File: src/rtl/piso_serializer.sv
// Parallel-in, serial-out transmitter: accepts a WIDTH-bit word via valid/ready
// and shifts it out one bit per bit_en cycle, streaming back-to-back words gaplessly.
module piso_serializer #(
   parameter int unsigned WIDTH     = 8,
   parameter bit          LSB_FIRST = 1'b0
) (
   input  logic             clk,
   input  logic             rst_n,
   input  logic [WIDTH-1:0] load_data,
   input  logic             load_valid,
   output logic             load_ready,
   input  logic             bit_en,
   output logic             ser_out,
   output logic             ser_valid,
   output logic             frame_start,
   output logic             busy
);

   localparam int unsigned CNT_W = (WIDTH > 1) ? $clog2(WIDTH) : 1;
   localparam logic [CNT_W-1:0] LAST_BIT = CNT_W'(WIDTH - 1);

   typedef enum logic {
      IDLE  = 1'b0,
      SHIFT = 1'b1
   } state_t;

   state_t             state;
   logic [WIDTH-1:0]   shreg;
   logic [CNT_W-1:0]   bit_cnt;
   logic               last_c;
   logic               accept_c;

   assign last_c     = (bit_cnt == LAST_BIT);
   assign load_ready = (state == IDLE) | ((state == SHIFT) & last_c & bit_en);
   assign accept_c   = load_valid & load_ready;

   // Frame sequencer: load on accept, shift on bit_en, reload on the last bit for gapless frames
   always_ff @(posedge clk or negedge rst_n) begin
      if (!rst_n) begin
         state       <= IDLE;
         shreg       <= '0;
         bit_cnt     <= '0;
         frame_start <= 1'b0;
      end else begin
         case (state)
            IDLE: begin
               if (accept_c) begin
                  shreg       <= load_data;
                  bit_cnt     <= '0;
                  frame_start <= 1'b1;
                  state       <= SHIFT;
               end else begin
                  frame_start <= 1'b0;
               end
            end
            SHIFT: begin
               if (bit_en) begin
                  if (!last_c) begin
                     bit_cnt     <= bit_cnt + CNT_W'(1);
                     shreg       <= LSB_FIRST ? (shreg >> 1) : (shreg << 1);
                     frame_start <= 1'b0;
                  end else if (accept_c) begin
                     shreg       <= load_data;
                     bit_cnt     <= '0;
                     frame_start <= 1'b1;
                  end else begin
                     bit_cnt     <= '0;
                     frame_start <= 1'b0;
                     state       <= IDLE;
                  end
               end
            end
            default: begin
               state       <= IDLE;
               frame_start <= 1'b0;
            end
         endcase
      end
   end

   // Output end of the shifter, gated off outside a frame
   assign ser_out   = (state == SHIFT) & (LSB_FIRST ? shreg[0] : shreg[WIDTH-1]);
   assign ser_valid = (state == SHIFT);
   assign busy      = (state == SHIFT);

endmodule

File: config.mk
export PLATFORM = sky130hd
export DESIGN_NAME = piso_serializer
export DESIGN_NICKNAME = d
export VERILOG_FILES = /design/src/rtl/piso_serializer.sv
export SDC_FILE = /design/constraint.sdc
export NUM_CORES = 1
export LEC_CHECK = 0
export CAP_MARGIN = 5
export CORE_AREA = 3 3 51 53
export CTS_BUF_LIST = sky130_fd_sc_hd__clkbuf_8
export DETAILED_ROUTE_END_ITERATION = 8
export DIE_AREA = 0 0 54 56
export PLACE_DENSITY = 0.7
export SLEW_MARGIN = 0
export SYNTH_ARGS = -nofsm -noshare
export SYNTH_HDL_FRONTEND = slang
export SYNTH_SLANG_ARGS = --single-unit
File: constraint.sdc
create_clock -name clk -period 2 [get_ports clk]
set_input_delay 0.2 -clock clk [delete_from_list [all_inputs] [get_ports clk]]
set_output_delay 0.2 -clock clk [all_outputs]
set_load 0.005 [all_outputs]
==> flow_metrics.tcl <==
set metrics [dict create \
    outcome "finished clean" \
    hpwlAfterDp_mm 1.292 \
    htree_levels 1 \
    clkTransAtPathRegs_ns 0.06 \
    clock_latency_ns 0.24 \
    cp.depth 5 \
    worstPathMaxFanout 4 \
    max-cap-violations 0 \
    hold_viol_final 0 \
    drt_first_pass_iters 4 \
    n_antenna_cell 0 \
    ant_nets 0 \
    mappedNetlistNets 96 \
    grt_pass1_vias 743 \
    crit_type "register to output pin" \
    netlist_area_um2 869.6 \
    synth_cells 82 \
    nets 115 \
    hp-class "input pin to async pin" \
    core-area_um2 2191 \
    initial_core_util_pct 39.69 \
    critPathSlowestCell "clkdlybuf4s50_1" \
    r2r_end "shreg[4]" \
    rsz0062_at_grt "no" \
    dr_total_vias 683 \
    worst-endpoint-required_ns 1.80 \
    p_per_area_nw_per_um2 1161 \
    antenna_found_initial 0 \
    numCtsBuffers 3 \
    fin_crit_sh_pct 94.70 \
    max_freq_ghz 0.5280 \
    worstSetupEndpointType "output pin" \
    timing.setup.tns_ns 0 \
    fin_worst_skew_ns 0.003388 \
    synth.distinct_cells 26 \
    cp_num_buf_inv 1 \
    grt_max_degree 19 \
    die_y_um 56 \
    clock-sinks 13 \
    gp_congestion 0.7363 \
    worst_slew_pin_slew_ns 0.6276 \
    die_area_um2 3024 \
    rrSetupSlack_ns 0.37 \
    setup_violations 0 \
    cp.arrival_ns 1.69 \
    die_w_um 54 \
    drcViolationCount 0 \
    grt_pass1_wl_mm 3.201 \
    slew_headroom_pct 58.03 \
    fp-row-count 17 \
    grtUsageTotal_pct 13.69 \
    cts_root_buf "clkbuf_8" \
    crit_chain "ha_1 -> ha_1 -> nand2_1 -> nand2_2 -> clkdlybuf4s50_1" \
    cts_setup_buffers 0 \
    min_period_ns 1.894 \
    power.total_w 0.001261 \
    cts-resized-gates 0 \
    cts-hold-fix-buffers 0 \
    yosysSeqAreaShare_pct 37.41 \
    drt-total-wl_mm 1.823 \
    layout-drive-gt1-share_pct 25.00 \
    vias_per_cell 5.336 \
    syn2layout_area_growth_pct 24.89 \
    p_leak_nw 0.4679 \
    drt-wirelength-per-cell_um 14.24 \
    critPathTopFamily "buffers and inverters" \
    start_kind "register" \
    drtIter0Drc 7 \
    syn_avg_cell_area_um2 10.60 \
    clockBufferDepth 2 \
    path_common_cell "ha_1" \
    reg2reg_depth 6 \
    port-buffer-count 16 \
    cts_tree "done" \
    yosys_warnings 0 \
    ys_ff_latch 13 \
    ir_drop_v 0.0005352 \
    num_io_pins 17 \
    gr-total-overflow 0 \
    cp_slowest_stage_delay_ns 0.47 \
    final_max_slew_viol_count 0 \
    r2r-start "bit_cnt[0]" \
]
-- kinds of logic (layout without fill, tap and decap cells) --
group,count (synthesis),after routing,share of synthesized area [%]
AND/OR/NAND/NOR,23,23,15.83
multiplexers,9,9,11.94
adder cells (fa/ha/maj),2,2,2.877
AO/OA/AOI/OAI,22,22,22.73
buffers and inverters,13,31,9.207
flip-flops,13,13,37.41
-- through the flow --
stage	std cells	instance area [um^2]	utilization [%]	worst slack, ns	hold WS (ns)
after detailed placement	124	1041	47.52	0.3567	0.4878
after CTS	128	1086	49.57	0.1042	0.3816
after global placement	124	1041	47.52	0.3584	0.4892
final	128	1086	49.57	0.1059	0.3466
after floorplan	82	869.6	-	0.5417	-0.09559
after global routing	128	1086	49.57	0.003489	0.3969
-- power by group --
| group | internal (W) | leakage [nW] | switching [W] | total (W) |
|---|---|---|---|---|
| logic | 0.000326 | 0.293 | 0.000234 | 0.000560 |
| registers | 0.000376 | 0.148 | 0.0000911 | 0.000467 |
| clock network | 0.000136 | 0.0269 | 0.0000990 | 0.000235 |
| total | 0.000837 | 0.468 | 0.000424 | 0.00126 |
-- flip-flops by register name (all words and copies together), names as in the netlist --
signal	flops
shreg	8
bit_cnt	3
busy	1
frame_start	1
-- placed cells by master, fill, tap and decap left out, drive strengths merged --
master,n
a21o,1
nand2b,4
o22ai,2
nor2,7
nor2b,1
mux2i,1
o21ai,8
a221oi,6
and2,1
clkdlybuf4s50,16
dfrtp,13
a31oi,1
buf,4
a22o,3
nand2,3
nand3b,6
mux2,8
ha,2
a22oi,1
or2b,1
clkbuf,3
inv,8
-- final cells by class --
class,instances,area (um^2)
clock buffer,3,41.29
sequential,13,325.3
multi-input combinational,56,464.2
inverter,7,26.28
timing repair buffer,20,190.2
fill,200,1105
tap,28,35.03
clock inverter,1,3.754
-- worst max-delay path by stage --
stage	end	start
6_report	load_ready	bit_cnt[0]
3_5_place_dp	shreg[4]	bit_en
2_1_floorplan	shreg[2]	bit_cnt[0]
3_3_place_gp	bit_cnt[2]	bit_en
4_1_cts	load_ready	bit_cnt[0]
5_1_grt	load_ready	bit_cnt[0]
-- per-layer routing --
| layer | GRT usage (%) | routed length, um |
|---|---|---|
| met1 | 18.38 | 876 |
| met2 | 22.32 | 892 |
| met3 | 2.413 | 54 |
| met4 | 3.203 | 0 |
| met5 | 0 | 0 |
-- Yosys cell counts (all sizes together) --
cell type | number | area, um^2
dfrtp | 13 | 325.3
mux2 | 8 | 93.84
o21ai | 8 | 40.03
inv | 7 | 26.27
nor2 | 7 | 26.28
a221oi | 6 | 90.09
buf | 6 | 53.79
nand3b | 6 | 45.04
nand2b | 4 | 25.02
a22o | 3 | 26.28
nand2 | 3 | 13.77
ha | 2 | 25.02
o22ai | 2 | 12.51
a21o | 1 | 15.01
a22oi | 1 | 7.510
a31oi | 1 | 6.260
and2 | 1 | 6.260
mux2i | 1 | 10.01
nor2b | 1 | 13.76
or2b | 1 | 7.510
Note: power is estimated with default switching activity, not from simulation.
